<file path="src/rtl/uart_axi_pkg.sv">
// Shared definitions for the UART-AXI4 bridge: response status codes,
// AXI4-Lite response encodings and the sequencer state encoding.
package uart_axi_pkg;

  // Response status codes, shared with the frame builder
  localparam logic [7:0] STATUS_OK         = 8'h00;
  localparam logic [7:0] STATUS_CMD_INV    = 8'h02;
  localparam logic [7:0] STATUS_ADDR_ALIGN = 8'h03;
  localparam logic [7:0] STATUS_BUS_ERR    = 8'h04;
  localparam logic [7:0] STATUS_TIMEOUT    = 8'h05;

  // AXI4 response encodings
  localparam logic [1:0] AXI_RESP_OKAY   = 2'b00;
  localparam logic [1:0] AXI_RESP_EXOKAY = 2'b01;
  localparam logic [1:0] AXI_RESP_SLVERR = 2'b10;
  localparam logic [1:0] AXI_RESP_DECERR = 2'b11;

  // Sequencer states, fixed encodings kept from the legacy design
  typedef enum logic [2:0] {
    SEQ_IDLE    = 3'd0,
    SEQ_CHECK   = 3'd1,
    SEQ_WR_AW_W = 3'd2,
    SEQ_WR_B    = 3'd3,
    SEQ_RD_AR   = 3'd4,
    SEQ_RD_R    = 3'd5,
    SEQ_RESP    = 3'd6
  } seq_state_e;

  // SLVERR and DECERR are errors; OKAY and EXOKAY are success
  function automatic logic axi_resp_is_err(input logic [1:0] resp);
    return (resp == AXI_RESP_SLVERR) || (resp == AXI_RESP_DECERR);
  endfunction

endpackage

</file>
<file path="src/rtl/axi_master_sequencer_if.sv">
// AXI4-Lite bus bundle between the sequencer (master) and the interconnect (slave).
interface axi_master_sequencer_if;
  logic [31:0] awaddr;
  logic [2:0]  awprot;
  logic        awvalid;
  logic        awready;
  logic [31:0] wdata;
  logic [3:0]  wstrb;
  logic        wvalid;
  logic        wready;
  logic [1:0]  bresp;
  logic        bvalid;
  logic        bready;
  logic [31:0] araddr;
  logic [2:0]  arprot;
  logic        arvalid;
  logic        arready;
  logic [31:0] rdata;
  logic [1:0]  rresp;
  logic        rvalid;
  logic        rready;

  modport master (
    output awaddr, awprot, awvalid, input awready,
    output wdata, wstrb, wvalid, input wready,
    input bresp, bvalid, output bready,
    output araddr, arprot, arvalid, input arready,
    input rdata, rresp, rvalid, output rready
  );

  modport slave (
    input awaddr, awprot, awvalid, output awready,
    input wdata, wstrb, wvalid, output wready,
    output bresp, bvalid, input bready,
    input araddr, arprot, arvalid, output arready,
    output rdata, rresp, rvalid, input rready
  );
endinterface

</file>
<file path="src/rtl/axi_master_sequencer_aligner.sv">
// Address_Aligner: combinational legality check of size/address and
// generation of the byte-lane write strobe.
module Address_Aligner
  import uart_axi_pkg::*;
(
  input  logic [1:0] addr_lsb_i,
  input  logic [1:0] size_i,
  output logic       addr_ok_o,
  output logic [1:0] status_code_o,
  output logic [3:0] wstrb_o
);

  // Size decode, natural-alignment check and strobe placement
  always_comb begin
    addr_ok_o     = 1'b1;
    status_code_o = STATUS_OK[1:0];
    wstrb_o       = '0;
    case (size_i)
      2'b00: wstrb_o = 4'b0001 << addr_lsb_i;
      2'b01: begin
        wstrb_o = 4'b0011 << addr_lsb_i;
        if (addr_lsb_i[0]) begin
          addr_ok_o     = 1'b0;
          status_code_o = STATUS_ADDR_ALIGN[1:0];
        end
      end
      2'b10: begin
        wstrb_o = 4'b1111;
        if (addr_lsb_i != 2'b00) begin
          addr_ok_o     = 1'b0;
          status_code_o = STATUS_ADDR_ALIGN[1:0];
        end
      end
      default: begin
        addr_ok_o     = 1'b0;
        status_code_o = STATUS_CMD_INV[1:0];
      end
    endcase
  end

endmodule

</file>
<file path="src/rtl/axi_master_sequencer.sv">
// axi_master_sequencer: turns one bridge command at a time into a single
// AXI4-Lite write or read, with alignment checking and a handshake timeout.
module axi_master_sequencer
  import uart_axi_pkg::*;
#(
  parameter int unsigned TIMEOUT_CYCLES = 1024
)(
  input  logic                          clk,
  input  logic                          rst,
  input  logic                          cmd_valid,
  output logic                          cmd_ready,
  input  logic                          cmd_write,
  input  logic [31:0]                   cmd_addr,
  input  logic [1:0]                    cmd_size,
  input  logic [31:0]                   cmd_wdata,
  output logic                          rsp_valid,
  input  logic                          rsp_ready,
  output logic [7:0]                    rsp_status,
  output logic [31:0]                   rsp_rdata,
  axi_master_sequencer_if.master        m_axi
);

  localparam int unsigned TW = $clog2(TIMEOUT_CYCLES) + 1;
  localparam logic [TW-1:0] TMO_LAST = TW'(TIMEOUT_CYCLES - 1);

  seq_state_e  state_q, state_d;
  logic        cmd_ready_q, cmd_ready_d;
  logic        write_q, write_d;
  logic [31:0] addr_q, addr_d;
  logic [1:0]  size_q, size_d;
  logic [31:0] wdata_q, wdata_d;
  logic        awvalid_q, awvalid_d;
  logic        wvalid_q, wvalid_d;
  logic        aw_done_q, aw_done_d;
  logic        w_done_q, w_done_d;
  logic        bready_q, bready_d;
  logic        arvalid_q, arvalid_d;
  logic        rready_q, rready_d;
  logic [31:0] awaddr_q, awaddr_d;
  logic [31:0] axi_wdata_q, axi_wdata_d;
  logic [3:0]  wstrb_q, wstrb_d;
  logic [31:0] araddr_q, araddr_d;
  logic        rsp_valid_q, rsp_valid_d;
  logic [7:0]  rsp_status_q, rsp_status_d;
  logic [31:0] rsp_rdata_q, rsp_rdata_d;
  logic [TW-1:0] tmo_q, tmo_d;

  logic        aln_ok;
  logic [1:0]  aln_status;
  logic [3:0]  aln_wstrb;

  logic        aw_fire, w_fire, tmo_tick;
  logic [31:0] rd_shifted, rd_mask;

  Address_Aligner u_aligner (
    .addr_lsb_i   (addr_q[1:0]),
    .size_i       (size_q),
    .addr_ok_o    (aln_ok),
    .status_code_o(aln_status),
    .wstrb_o      (aln_wstrb)
  );

  assign cmd_ready     = cmd_ready_q;
  assign rsp_valid     = rsp_valid_q;
  assign rsp_status    = rsp_status_q;
  assign rsp_rdata     = rsp_rdata_q;
  assign m_axi.awaddr  = awaddr_q;
  assign m_axi.awprot  = '0;
  assign m_axi.awvalid = awvalid_q;
  assign m_axi.wdata   = axi_wdata_q;
  assign m_axi.wstrb   = wstrb_q;
  assign m_axi.wvalid  = wvalid_q;
  assign m_axi.bready  = bready_q;
  assign m_axi.araddr  = araddr_q;
  assign m_axi.arprot  = '0;
  assign m_axi.arvalid = arvalid_q;
  assign m_axi.rready  = rready_q;

  // Next-state logic: command capture, AXI channel sequencing, timeout abort
  always_comb begin
    state_d      = state_q;
    cmd_ready_d  = cmd_ready_q;
    write_d      = write_q;
    addr_d       = addr_q;
    size_d       = size_q;
    wdata_d      = wdata_q;
    awvalid_d    = awvalid_q;
    wvalid_d     = wvalid_q;
    aw_done_d    = aw_done_q;
    w_done_d     = w_done_q;
    bready_d     = bready_q;
    arvalid_d    = arvalid_q;
    rready_d     = rready_q;
    awaddr_d     = awaddr_q;
    axi_wdata_d  = axi_wdata_q;
    wstrb_d      = wstrb_q;
    araddr_d     = araddr_q;
    rsp_valid_d  = rsp_valid_q;
    rsp_status_d = rsp_status_q;
    rsp_rdata_d  = rsp_rdata_q;
    tmo_d        = tmo_q;
    aw_fire      = awvalid_q & m_axi.awready;
    w_fire       = wvalid_q & m_axi.wready;
    tmo_tick     = 1'b0;
    rd_shifted   = m_axi.rdata >> {addr_q[1:0], 3'b000};
    case (size_q)
      2'b00:   rd_mask = 32'h0000_00FF;
      2'b01:   rd_mask = 32'h0000_FFFF;
      default: rd_mask = '1;
    endcase

    case (state_q)
      SEQ_IDLE: begin
        cmd_ready_d = 1'b1;
        if (cmd_valid && cmd_ready_q) begin
          write_d     = cmd_write;
          addr_d      = cmd_addr;
          size_d      = cmd_size;
          wdata_d     = cmd_wdata;
          cmd_ready_d = 1'b0;
          state_d     = SEQ_CHECK;
        end
      end
      SEQ_CHECK: begin
        if (!aln_ok) begin
          rsp_status_d = {6'b0, aln_status};
          rsp_rdata_d  = '0;
          rsp_valid_d  = 1'b1;
          state_d      = SEQ_RESP;
        end else if (write_q) begin
          tmo_d       = '0;
          awvalid_d   = 1'b1;
          wvalid_d    = 1'b1;
          aw_done_d   = 1'b0;
          w_done_d    = 1'b0;
          awaddr_d    = {addr_q[31:2], 2'b00};
          axi_wdata_d = wdata_q << {addr_q[1:0], 3'b000};
          wstrb_d     = aln_wstrb;
          state_d     = SEQ_WR_AW_W;
        end else begin
          tmo_d     = '0;
          arvalid_d = 1'b1;
          araddr_d  = {addr_q[31:2], 2'b00};
          state_d   = SEQ_RD_AR;
        end
      end
      SEQ_WR_AW_W: begin
        if (aw_fire) begin
          awvalid_d = 1'b0;
          aw_done_d = 1'b1;
        end
        if (w_fire) begin
          wvalid_d = 1'b0;
          w_done_d = 1'b1;
        end
        if ((aw_done_q || aw_fire) && (w_done_q || w_fire)) begin
          bready_d = 1'b1;
          state_d  = SEQ_WR_B;
        end else begin
          tmo_tick = 1'b1;
        end
      end
      SEQ_WR_B: begin
        if (m_axi.bvalid) begin
          bready_d     = 1'b0;
          rsp_status_d = axi_resp_is_err(m_axi.bresp) ? STATUS_BUS_ERR : STATUS_OK;
          rsp_rdata_d  = '0;
          rsp_valid_d  = 1'b1;
          state_d      = SEQ_RESP;
        end else begin
          tmo_tick = 1'b1;
        end
      end
      SEQ_RD_AR: begin
        if (m_axi.arready) begin
          arvalid_d = 1'b0;
          rready_d  = 1'b1;
          state_d   = SEQ_RD_R;
        end else begin
          tmo_tick = 1'b1;
        end
      end
      SEQ_RD_R: begin
        if (m_axi.rvalid) begin
          rready_d    = 1'b0;
          rsp_valid_d = 1'b1;
          state_d     = SEQ_RESP;
          if (axi_resp_is_err(m_axi.rresp)) begin
            rsp_status_d = STATUS_BUS_ERR;
            rsp_rdata_d  = '0;
          end else begin
            rsp_status_d = STATUS_OK;
            rsp_rdata_d  = rd_shifted & rd_mask;
          end
        end else begin
          tmo_tick = 1'b1;
        end
      end
      SEQ_RESP: begin
        if (rsp_ready) begin
          rsp_valid_d = 1'b0;
          cmd_ready_d = 1'b1;
          state_d     = SEQ_IDLE;
        end
      end
      default: state_d = SEQ_IDLE;
    endcase

    // A handshake completing in the boundary cycle takes the normal path
    // above, so tmo_tick is only raised when nothing completed this cycle.
    if (tmo_tick) begin
      if (tmo_q == TMO_LAST) begin
        awvalid_d    = 1'b0;
        wvalid_d     = 1'b0;
        bready_d     = 1'b0;
        arvalid_d    = 1'b0;
        rready_d     = 1'b0;
        rsp_status_d = STATUS_TIMEOUT;
        rsp_rdata_d  = '0;
        rsp_valid_d  = 1'b1;
        state_d      = SEQ_RESP;
      end else begin
        tmo_d = tmo_q + TW'(1);
      end
    end
  end

  // State and output registers with synchronous reset
  always_ff @(posedge clk) begin
    if (rst) begin
      state_q      <= SEQ_IDLE;
      cmd_ready_q  <= 1'b0;
      write_q      <= 1'b0;
      addr_q       <= '0;
      size_q       <= '0;
      wdata_q      <= '0;
      awvalid_q    <= 1'b0;
      wvalid_q     <= 1'b0;
      aw_done_q    <= 1'b0;
      w_done_q     <= 1'b0;
      bready_q     <= 1'b0;
      arvalid_q    <= 1'b0;
      rready_q     <= 1'b0;
      awaddr_q     <= '0;
      axi_wdata_q  <= '0;
      wstrb_q      <= '0;
      araddr_q     <= '0;
      rsp_valid_q  <= 1'b0;
      rsp_status_q <= '0;
      rsp_rdata_q  <= '0;
      tmo_q        <= '0;
    end else begin
      state_q      <= state_d;
      cmd_ready_q  <= cmd_ready_d;
      write_q      <= write_d;
      addr_q       <= addr_d;
      size_q       <= size_d;
      wdata_q      <= wdata_d;
      awvalid_q    <= awvalid_d;
      wvalid_q     <= wvalid_d;
      aw_done_q    <= aw_done_d;
      w_done_q     <= w_done_d;
      bready_q     <= bready_d;
      arvalid_q    <= arvalid_d;
      rready_q     <= rready_d;
      awaddr_q     <= awaddr_d;
      axi_wdata_q  <= axi_wdata_d;
      wstrb_q      <= wstrb_d;
      araddr_q     <= araddr_d;
      rsp_valid_q  <= rsp_valid_d;
      rsp_status_q <= rsp_status_d;
      rsp_rdata_q  <= rsp_rdata_d;
      tmo_q        <= tmo_d;
    end
  end

endmodule

</file>
<file path="src/flat_wrapper.sv">
// flat-port wrapper written by rule: the top's interface ports become plain ports
module axi_master_sequencer_flat import uart_axi_pkg::*;
#(
  parameter int unsigned TIMEOUT_CYCLES = 1024
)
  (clk, rst, cmd_valid, cmd_ready, cmd_write, cmd_addr, cmd_size, cmd_wdata, rsp_valid, rsp_ready, rsp_status, rsp_rdata, m_axi_awaddr, m_axi_awprot, m_axi_awvalid, m_axi_awready, m_axi_wdata, m_axi_wstrb, m_axi_wvalid, m_axi_wready, m_axi_bresp, m_axi_bvalid, m_axi_bready, m_axi_araddr, m_axi_arprot, m_axi_arvalid, m_axi_arready, m_axi_rdata, m_axi_rresp, m_axi_rvalid, m_axi_rready);
  axi_master_sequencer_if m_axi_i ();
  input  logic clk;
  input  logic rst;
  input  logic cmd_valid;
  output logic cmd_ready;
  input  logic cmd_write;
  input  logic [31:0] cmd_addr;
  input  logic [1:0] cmd_size;
  input  logic [31:0] cmd_wdata;
  output logic rsp_valid;
  input  logic rsp_ready;
  output logic [7:0] rsp_status;
  output logic [31:0] rsp_rdata;
  output wire logic [$bits(m_axi_i.awaddr)-1:0] m_axi_awaddr;
  output wire logic [$bits(m_axi_i.awprot)-1:0] m_axi_awprot;
  output wire logic [$bits(m_axi_i.awvalid)-1:0] m_axi_awvalid;
  input wire logic [$bits(m_axi_i.awready)-1:0] m_axi_awready;
  output wire logic [$bits(m_axi_i.wdata)-1:0] m_axi_wdata;
  output wire logic [$bits(m_axi_i.wstrb)-1:0] m_axi_wstrb;
  output wire logic [$bits(m_axi_i.wvalid)-1:0] m_axi_wvalid;
  input wire logic [$bits(m_axi_i.wready)-1:0] m_axi_wready;
  input wire logic [$bits(m_axi_i.bresp)-1:0] m_axi_bresp;
  input wire logic [$bits(m_axi_i.bvalid)-1:0] m_axi_bvalid;
  output wire logic [$bits(m_axi_i.bready)-1:0] m_axi_bready;
  output wire logic [$bits(m_axi_i.araddr)-1:0] m_axi_araddr;
  output wire logic [$bits(m_axi_i.arprot)-1:0] m_axi_arprot;
  output wire logic [$bits(m_axi_i.arvalid)-1:0] m_axi_arvalid;
  input wire logic [$bits(m_axi_i.arready)-1:0] m_axi_arready;
  input wire logic [$bits(m_axi_i.rdata)-1:0] m_axi_rdata;
  input wire logic [$bits(m_axi_i.rresp)-1:0] m_axi_rresp;
  input wire logic [$bits(m_axi_i.rvalid)-1:0] m_axi_rvalid;
  output wire logic [$bits(m_axi_i.rready)-1:0] m_axi_rready;
  assign m_axi_awaddr = m_axi_i.awaddr;
  assign m_axi_awprot = m_axi_i.awprot;
  assign m_axi_awvalid = m_axi_i.awvalid;
  assign m_axi_i.awready = m_axi_awready;
  assign m_axi_wdata = m_axi_i.wdata;
  assign m_axi_wstrb = m_axi_i.wstrb;
  assign m_axi_wvalid = m_axi_i.wvalid;
  assign m_axi_i.wready = m_axi_wready;
  assign m_axi_i.bresp = m_axi_bresp;
  assign m_axi_i.bvalid = m_axi_bvalid;
  assign m_axi_bready = m_axi_i.bready;
  assign m_axi_araddr = m_axi_i.araddr;
  assign m_axi_arprot = m_axi_i.arprot;
  assign m_axi_arvalid = m_axi_i.arvalid;
  assign m_axi_i.arready = m_axi_arready;
  assign m_axi_i.rdata = m_axi_rdata;
  assign m_axi_i.rresp = m_axi_rresp;
  assign m_axi_i.rvalid = m_axi_rvalid;
  assign m_axi_rready = m_axi_i.rready;
  axi_master_sequencer #(.TIMEOUT_CYCLES(TIMEOUT_CYCLES)) u_core (.clk(clk), .rst(rst), .cmd_valid(cmd_valid), .cmd_ready(cmd_ready), .cmd_write(cmd_write), .cmd_addr(cmd_addr), .cmd_size(cmd_size), .cmd_wdata(cmd_wdata), .rsp_valid(rsp_valid), .rsp_ready(rsp_ready), .rsp_status(rsp_status), .rsp_rdata(rsp_rdata), .m_axi(m_axi_i));
endmodule
</file>
<file path="config.mk">
export PLATFORM = sky130hd
export DESIGN_NAME = axi_master_sequencer_flat
export DESIGN_NICKNAME = d
export VERILOG_FILES = /design/src/rtl/uart_axi_pkg.sv /design/src/rtl/axi_master_sequencer_if.sv /design/src/rtl/axi_master_sequencer_aligner.sv /design/src/rtl/axi_master_sequencer.sv /design/src/flat_wrapper.sv
export SDC_FILE = /design/constraint.sdc
export NUM_CORES = 1
export LEC_CHECK = 0
export CORE_ASPECT_RATIO = 1.75
export CORE_UTILIZATION = 45
export CTS_BUF_LIST = sky130_fd_sc_hd__clkbuf_8
export DETAILED_ROUTE_END_ITERATION = 8
export DONT_BUFFER_PORTS = 1
export GPL_ROUTABILITY_DRIVEN = 1
export GPL_TIMING_DRIVEN = 0
export SYNTH_ARGS = -nofsm -noshare
export SYNTH_HDL_FRONTEND = slang
export SYNTH_SLANG_ARGS = --single-unit
</file>
<file path="constraint.sdc">
create_clock -name clk -period 2.1 [get_ports clk]
set_input_delay 0.21 -clock clk [delete_from_list [all_inputs] [get_ports clk]]
set_output_delay 0.21 -clock clk [all_outputs]
set_load 0.03 [all_outputs]
</file>
==> metrics.md, run 1 <==
| Metric | Value |
|---|---|
| Crit-path cells | `buf_2 > a21oi_2 > o211ai_1 > buf_4 > clkbuf_8 > clkbuf_4 > a211oi_1 > a21oi_1 > nor2_1` |
| TritonCTS sink count | `226` |
| Net count, final | `1401` |
| DR vias/cell | `5.54` |
| Synth warn | `0` |
| RSZ-0062 raised after global routing | `true` |
| Number of port buffers | `0` |
| Root Driver | `clkbuf_8` |
| Antenna Nets Post-Route | `0` |
| Int Power | `0.00659 W` |
| Cell Area, Synth | `0.00922 sq mm` |
| Yosys cell types | `56` |
| Combinational fraction of design power | `12.4%` |
| Setup ws final | `0.0486 ns` |
| Worst path required time | `2.55 ns` |
| Number of global-route vias before repair | `8391` |
| Post-Synthesis Cells | `1147` |
| Core ar. | `0.0199 sq mm` |
| Switch share | `28.1%` |
| GRT overflow | `0` |
| Residual DRC | `0` |
| Critical path peak fanout | `10` |
| Cell taking the most area after synthesis | `dfxtp_1` |
| Tcrit/Tclk final | `97.7%` |
| Run status | `completed` |
| Pins Over Slew Limit | `0` |
| Seq/Total Area, Yosys | `49.1%` |
| Power Density | `807 mW/mm^2` |
| Max stage delay on crit path | `0.38 ns` |
| Area Overhead vs Synth | `23.2%` |
| Nature of the critical path startpoint | `register` |
| Fmax | `487 MHz` |
| # rows | `68` |
| Crit path DAT | `2.50 ns` |
| Via Count | `8634` |
| Top cells by area, synth | `dfxtp_1, nand2_1, a21oi_1` |
| Worst setup EP type | `register` |
| Hpwl dp | `22800 microns` |
| Routed WL per cell | `19.9 microns` |
| Post-synth top flop | `dfxtp_1` |
| Die height | `191 microns` |
| #FFs+latches synth | `226` |
| Crit path time final | `2.05 ns` |
| Filler cell count | `1927` |
| Post-synth top area share | `49.1%` |
| Kind of critical path | `register to register` |
| Async S/R FF share, synth | `0%` |
| Slowest-stage cell, CP | `a21oi_2` |
| Initial Util | `46.3%` |
| Clk buf depth | `3` |
| Clock power share | `37.9%` |
| Die Wd | `110 microns` |
| Worst-margin pin slew | `0.833 ns` |
| CTS tree | `yes` |
| Hold Path Class | `input port to register` |
| Peak supply drop | `0.653 mV` |
| Leakage | `3.99 nW` |
| Sequential Power Share | `49.7%` |
| DR pass1 iterations | `5` |
| Clock Skews | `0.0301 ns` |
| Largest net degree at the start of global routing | `11` |
| H-tree depth | `2` |
| Final WL | `30900 microns` |
| DRT iter0 DRCs | `430` |
| IO Pins | `265` |
| Initial antenna violation count | `1` |
| Inserted Clock Buffers | `35` |
| Slew margin rel. | `44.3%` |
| NetSw | `0.00258 W` |
| Layout cells sized above 1 | `12.1%` |
| Total power | `0.00917 W` |
| Die area | `0.0211 sq mm` |
| Clk_lat worst skew | `0.52 ns` |
| Maxcap violations | `0` |
| Setup violators final | `0` |
| Syn_area_per_cell | `8.04 sq um` |
| Clk slew on worst S/H paths | `0.07 ns` |
| First-pass GRT wire length | `46100 microns` |
| Fin. Hold Viols | `0` |
| Post-synth EDFFs | `0` |
| RD Place Congestion | `0.882` |
| Tot GR Track Use | `28.9%` |
| Place WS | `-0.404 ns` |
==> power by group through the flow <==
stage          Combinational [W]  Sequential, W  Clock (W)
2_1_floorplan           0.000673        0.00461          0
3_3_place_gp            0.000915        0.00464          0
3_5_place_dp            0.000922        0.00465          0
4_1_cts                  0.00110        0.00455    0.00354
5_1_grt                  0.00124        0.00457    0.00372
6_report                 0.00114        0.00456    0.00348
==> layer usage <==
| metal | global-route usage, % | wire length (microns) | vias to the layer above |
|---|---|---|---|
| li1 | - | - | 4188 |
| met1 | 28.7 | 10800 | 4033 |
| met2 | 53.7 | 16500 | 340 |
| met3 | 7.88 | 2440 | 73 |
| met4 | 14.1 | 1220 | 0 |
| met5 | 0 | 0 | - |
==> flip-flops by register name (all words and copies together) (netlist names) <==
name / count
u_core.state_q: 3
u_core.rsp_status: 8
u_core.m_axi.awvalid: 1
u_core.m_axi.wstrb: 4
u_core.write_q: 1
u_core.rsp_rdata: 32
u_core.wdata_q: 32
u_core.addr_q: 32
u_core.cmd_ready: 1
u_core.m_axi.wdata: 32
u_core.rsp_valid: 1
u_core.aw_done_q: 1
u_core.tmo_q: 11
u_core.m_axi.rready: 1
u_core.w_done_q: 1
u_core.m_axi.arvalid: 1
u_core.m_axi.araddr: 30
u_core.m_axi.bready: 1
u_core.m_axi.wvalid: 1
u_core.size_q: 2
u_core.m_axi.awaddr: 30
==> synth_stat cells (2+ instances only) <==
library cell and n:
a211o_1 9, a211oi_1 29, a22oi_1 25, nand4_1 3
mux2i_1 25, a21oi_1 173, clkbuf_1 60, nand4b_1 4
and3_1 3, buf_4 15, nor2_1 84, a31oi_1 4
dfxtp_1 226, nand3_1 15, buf_1 5, or2_2 6
o211ai_1 4, or4_1 3, nor3b_2 2, o311a_1 2
a31o_2 3, nand2b_1 5, or3_1 3, nor2b_1 23
nor3_1 23, a32oi_1 9, inv_1 3, nand2_1 303
nand3b_1 6, buf_2 22, o21ai_0 18, mux2_2 8
==> final cells by class <==
cell class,instances,area (sq um),share of cell area (%)
flip-flops and latches,226,4530,39.9
multi-input cells,825,4370,38.5
repair buffers,97,953,8.39
clock buffers,40,551,4.84
plain buffers,100,547,4.81
well taps,245,307,2.70
clock inverters,20,91.3,0.804
inverters,3,11.3,0.0991
diodes,2,5.00,0.0440
==> cell families (layout without fill, tap and decap cells) <==
family	count (synthesis)	in the layout	synth area share [%]
buf+inv	105	260	5.18
other cells	1	12	0.0407
xor+xnor	1	1	0.0950
flops	226	226	49.1
mux	33	33	3.69
simple gates	492	492	23.1
compound gates	288	288	18.7
fa+ha+maj	1	1	0.136
==> through the flow <==
| stage | hold WS, ns | instance area (sq um) | setup TNS (ns) | util [%] | cells |
|---|---|---|---|---|---|
| after detailed placement | 0.311 | 9560 | -40.73 | 48.0 | 1401 |
| final | 0.0145 | 11400 | 0 | 57.1 | 1558 |
| after global routing | 0.0140 | 11400 | -0.305 | 57.1 | 1557 |
| after floorplan | 0.305 | 9260 | 0 | - | 1156 |
| after global placement | 0.308 | 9560 | -39.15 | 48.0 | 1401 |
| after CTS | 0.00133 | 11200 | -0.0714 | 56.2 | 1554 |
==> worst max-delay path, delay by kind of cell (launching register included) <==
| kind | cells | cell delay (ns) |
|---|---|---|
| and+or+nand+nor | 1 | 0.09 |
| AOI/OAI and AO/OA | 4 | 0.83 |
| buffers and inverters | 4 | 0.76 |
| DFF | 1 | 0.30 |
==> path summary, 6_finish.rpt <==
check	start	to	cells past startpoint	slack [ns]
setup / recovery	u_core.size_q[0]	u_core.m_axi.wdata[31]	9	0.05
hold / removal	m_axi_rdata[16]	u_core.rsp_rdata[0]	3	0.01
setup reg to reg	u_core.size_q[0]	u_core.m_axi.wdata[31]	9	0.05
hold reg to reg	u_core.tmo_q[10]	u_core.tmo_q[10]	1	0.44
==> repair_timing <==
item,CTS,global route
pin swaps,1,1
buffers inserted,4,3
setup endpoints to repair,213,155
hold buffers,89,1
endpoints found under the hold margin,104,1
resized for setup,27,53
==> placed cells by master, fill, tap and decap left out, types with 17 or more instances in the layout <==
cell / instances
a21oi_1: 171
o21ai_0: 18
mux2i_1: 25
dlygate4sd3_1: 90
buf_4: 19
clkbuf_2: 19
nor2b_1: 22
a211oi_1: 23
buf_2: 17
nand2_1: 303
nor2_1: 83
clkbuf_1: 35
dfxtp_1: 224
clkbuf_8: 41
a22oi_1: 25
nor3_1: 23
No activity file was read; power rests on OpenSTA's default activity.
==> inputs of run 2 (changes only) <==
--- a/config.mk
+++ b/config.mk
@@ -6,12 +6,13 @@
 export NUM_CORES = 1
 export LEC_CHECK = 0
 export CORE_ASPECT_RATIO = 1.75
-export CORE_UTILIZATION = 45
+export CORE_UTILIZATION = 55
 export CTS_BUF_LIST = sky130_fd_sc_hd__clkbuf_8
 export DETAILED_ROUTE_END_ITERATION = 8
 export DONT_BUFFER_PORTS = 1
 export GPL_ROUTABILITY_DRIVEN = 1
 export GPL_TIMING_DRIVEN = 0
+export PLACE_DENSITY = 0.7
 export SYNTH_ARGS = -nofsm -noshare
 export SYNTH_HDL_FRONTEND = slang
 export SYNTH_SLANG_ARGS = --single-unit
==> run 2 against run 1 <==
Effect of this change: non-clock buffer count is 1 lower; die area is 18% lower; via count is 2.1% higher; final cell count is 1.8% lower; hold slack worse by 0.0085 ns; clock power is 3% lower; sequential share of layout area is 0.39 points higher; register-to-register slack hardly changed; final area is 0.96% lower; clock-buffer cell count is 1 higher; total power is 1.1% lower; first-iteration DRC count is 11% higher; largest cell class unchanged.
==> metrics.md, run 2 (synthesized netlist as in run 1, its figures left out) <==
| Metric | Value |
|---|---|
| Run status | `completed (unchanged)` |
| RD Place Congestion | `0.915 (was 0.882)` |
| Setup violators final | `0 (unchanged)` |
| Pins Over Slew Limit | `0 (unchanged)` |
| Antenna Nets Post-Route | `0 (unchanged)` |
| Largest net degree at the start of global routing | `20 (was 11)` |
| DR pass1 iterations | `5 (unchanged)` |
| Net count, final | `1399 (was 1401)` |
| Die area | `0.0173 sq mm (was 0.0211 sq mm)` |
| Hold Path Class | `input port to register (unchanged)` |
| Fin cells | `1530 (was 1558)` |
| Slew margin rel. | `47.3% (was 44.3%)` |
| Total negative slack | `0 ns (unchanged)` |
| Die Wd | `99.9 microns (was 110 microns)` |
| Worst setup EP type | `register (unchanged)` |
| Worst-margin pin slew | `0.787 ns (was 0.833 ns)` |
| WHS | `0.00599 ns (was 0.0145 ns)` |
| Tot GR Track Use | `33.4% (was 28.9%)` |
| Core ar. | `0.0164 sq mm (was 0.0199 sq mm)` |
| Crit path time final | `2.06 ns (was 2.05 ns)` |
| Fmax | `486 MHz (was 487 MHz)` |
| Nature of the critical path startpoint | `register (unchanged)` |
| RSZ-0062 raised after global routing | `true (unchanged)` |
| Crit path DAT | `2.45 ns (was 2.50 ns)` |
| Most common cell after layout, fill and taps aside | `nand2_1 (unchanged)` |
| Power Density | `806 mW/mm^2 (was 807 mW/mm^2)` |
| Most frequent cells in the layout | `nand2_1, dfxtp_1, a21oi_1 (unchanged)` |
| Antenna cell count | `0 (was 2)` |
| Post-layout util | `68.8% (was 57.1%)` |
| Kind of critical path | `register to register (unchanged)` |
| Peak supply drop | `0.593 mV (was 0.653 mV)` |
| IO Pins | `265 (unchanged)` |
| CTS tree | `yes (unchanged)` |
| Die height | `173 microns (was 191 microns)` |
| Number of global-route vias before repair | `8791 (was 8391)` |
| Routed WL per cell | `19.6 microns (was 19.9 microns)` |
| Residual DRC | `0 (unchanged)` |
| Via Count | `8812 (was 8634)` |
| Leakage | `3.97 nW (was 3.99 nW)` |
| Worst path required time | `2.49 ns (was 2.55 ns)` |
| H-tree depth | `2 (unchanged)` |
| Clock Skews | `0.0196 ns (was 0.0301 ns)` |
| Initial Util | `56.4% (was 46.3%)` |
| Clk_lat worst skew | `0.51 ns (was 0.52 ns)` |
| Inserted Clock Buffers | `34 (was 35)` |
| # rows | `62 (was 68)` |
| Final WL | `29900 microns (was 30900 microns)` |
| Clk buf depth | `3 (unchanged)` |
| Max stage delay on crit path | `0.37 ns (was 0.38 ns)` |
| Area Overhead vs Synth | `22.0% (was 23.2%)` |
| TritonCTS sink count | `226 (unchanged)` |
| Initial antenna violation count | `0 (was 1)` |
| DR vias/cell | `5.76 (was 5.54)` |
| Filler cell count | `1404 (was 1927)` |
| GRT overflow | `0 (unchanged)` |
| Layout cells sized above 1 | `11.5% (was 12.1%)` |
| Tcrit/Tclk final | `98.0% (was 97.7%)` |
| Root Driver | `clkbuf_8 (unchanged)` |
| Slowest-stage cell, CP | `dfxtp_1 (was a21oi_2)` |
| Maxcap violations | `0 (unchanged)` |
| Hpwl dp | `21500 microns (was 22800 microns)` |
| DP Cell Count | `1380 (was 1401)` |
| Crit-path cells | `buf_2 > clkbuf_4 > buf_4 > mux2i_1 > nand2_1 > a32oi_1 > nor2_1 (was buf_2 > a21oi_2 > o211ai_1 > buf_4 > clkbuf_8 > clkbuf_4 > a211oi_1 > a21oi_1 > nor2_1)` |
| Fin. Hold Viols | `0 (unchanged)` |
| Clk slew on worst S/H paths | `0.06 ns (was 0.07 ns)` |
| Number of port buffers | `0 (unchanged)` |
| DRT iter0 DRCs | `479 (was 430)` |
| Critical path peak fanout | `10 (unchanged)` |
| First-pass GRT wire length | `44900 microns (was 46100 microns)` |
[run 2: cell count changes in the layout (fill, tap and decap cells not counted), moves of 3 or more]
cell / delta
clkinv_2: -5
a211oi_1: +4
a211oi_2: -4
clkbuf_4: -4
buf_2: +3
dfxtp_2: +3
[run 2: worst paths after layout]
kind / from / to / slack (ns) / cells past startpoint
setup / recovery: u_core.addr_q[1] / u_core.rsp_rdata[5] / 0.04 / 7
hold / removal: m_axi_rresp[1] / u_core.rsp_rdata[18] / 0.006 / 3
setup reg to reg: u_core.addr_q[1] / u_core.rsp_rdata[5] / 0.04 / 7
hold reg to reg: u_core.tmo_q[10] / u_core.tmo_q[10] / 0.45 / 1
[run 2: worst max-delay path: cells and delay by family, from the launching register on]
family | cells | cell delay (ns)
AOI/OAI and AO/OA | 1 | 0.23
buffers and inverters | 3 | 0.86
DFF | 1 | 0.37
muxes | 1 | 0.32
and+or+nand+nor | 2 | 0.16
[run 2: layer usage]
layer | track usage [%] | vias to the layer above | wire, microns
li1 | - | 4179 | -
met2 | 61.4 | 409 | 15700
met3 | 8.31 | 109 | 2410
met1 | 32.6 | 4115 | 10100
met5 | 0 | - | 0
met4 | 20.6 | 0 | 1660
[run 2: power breakdown]
group,internal [W],switching (W)
Clock,0.00175,0.00164
Sequential,0.00441,0.000149
Combinational,0.000434,0.000688
Total,0.00660,0.00248
[run 2: final cells by class]
| class | instances | area (sq um) | area share (%) |
|---|---|---|---|
| Multi-Input combinational cell | 825 | 4340 | 38.6 |
| Clock buffer | 41 | 564 | 5.01 |
| Clock inverter | 15 | 61.3 | 0.545 |
| Sequential cell | 226 | 4530 | 40.2 |
| Buffer | 101 | 534 | 4.75 |
| Tap cell | 224 | 280 | 2.49 |
| Inverter | 3 | 11.3 | 0.100 |
| Timing Repair Buffer | 95 | 936 | 8.31 |
[run 2: through the flow]
stage / power (W) / worst slack [ns] / cell area, sq um
after global routing: 0.00938 / -0.0276 / 11300
after detailed placement: 0.00555 / -0.426 / 9540
final: 0.00907 / 0.0422 / 11300
after floorplan: 0.00528 / 0.251 / 9260
after global placement: 0.00554 / -0.373 / 9540
after CTS: 0.00907 / 0.00873 / 11100
[run 2: timing repair]
item                                    in CTS  in global routing
setup buffers                                3                  3
hold buffers                                89                  0
pin swaps                                    1                  2
hold endpoints to repair                    96                  0
endpoints found under the setup margin     210                160
gates cloned                                 0                  0
resized for setup                           29                 44
==> inputs of run 3 (changes only) <==
--- a/config.mk
+++ b/config.mk
@@ -5,6 +5,7 @@
 export SDC_FILE = /design/constraint.sdc
 export NUM_CORES = 1
 export LEC_CHECK = 0
+export CAP_MARGIN = 25
 export CORE_ASPECT_RATIO = 1.75
 export CORE_UTILIZATION = 55
 export CTS_BUF_LIST = sky130_fd_sc_hd__clkbuf_8
==> results of run 3 <==
Same layout as run 2: the final DEF is identical, and so are final timing and power.
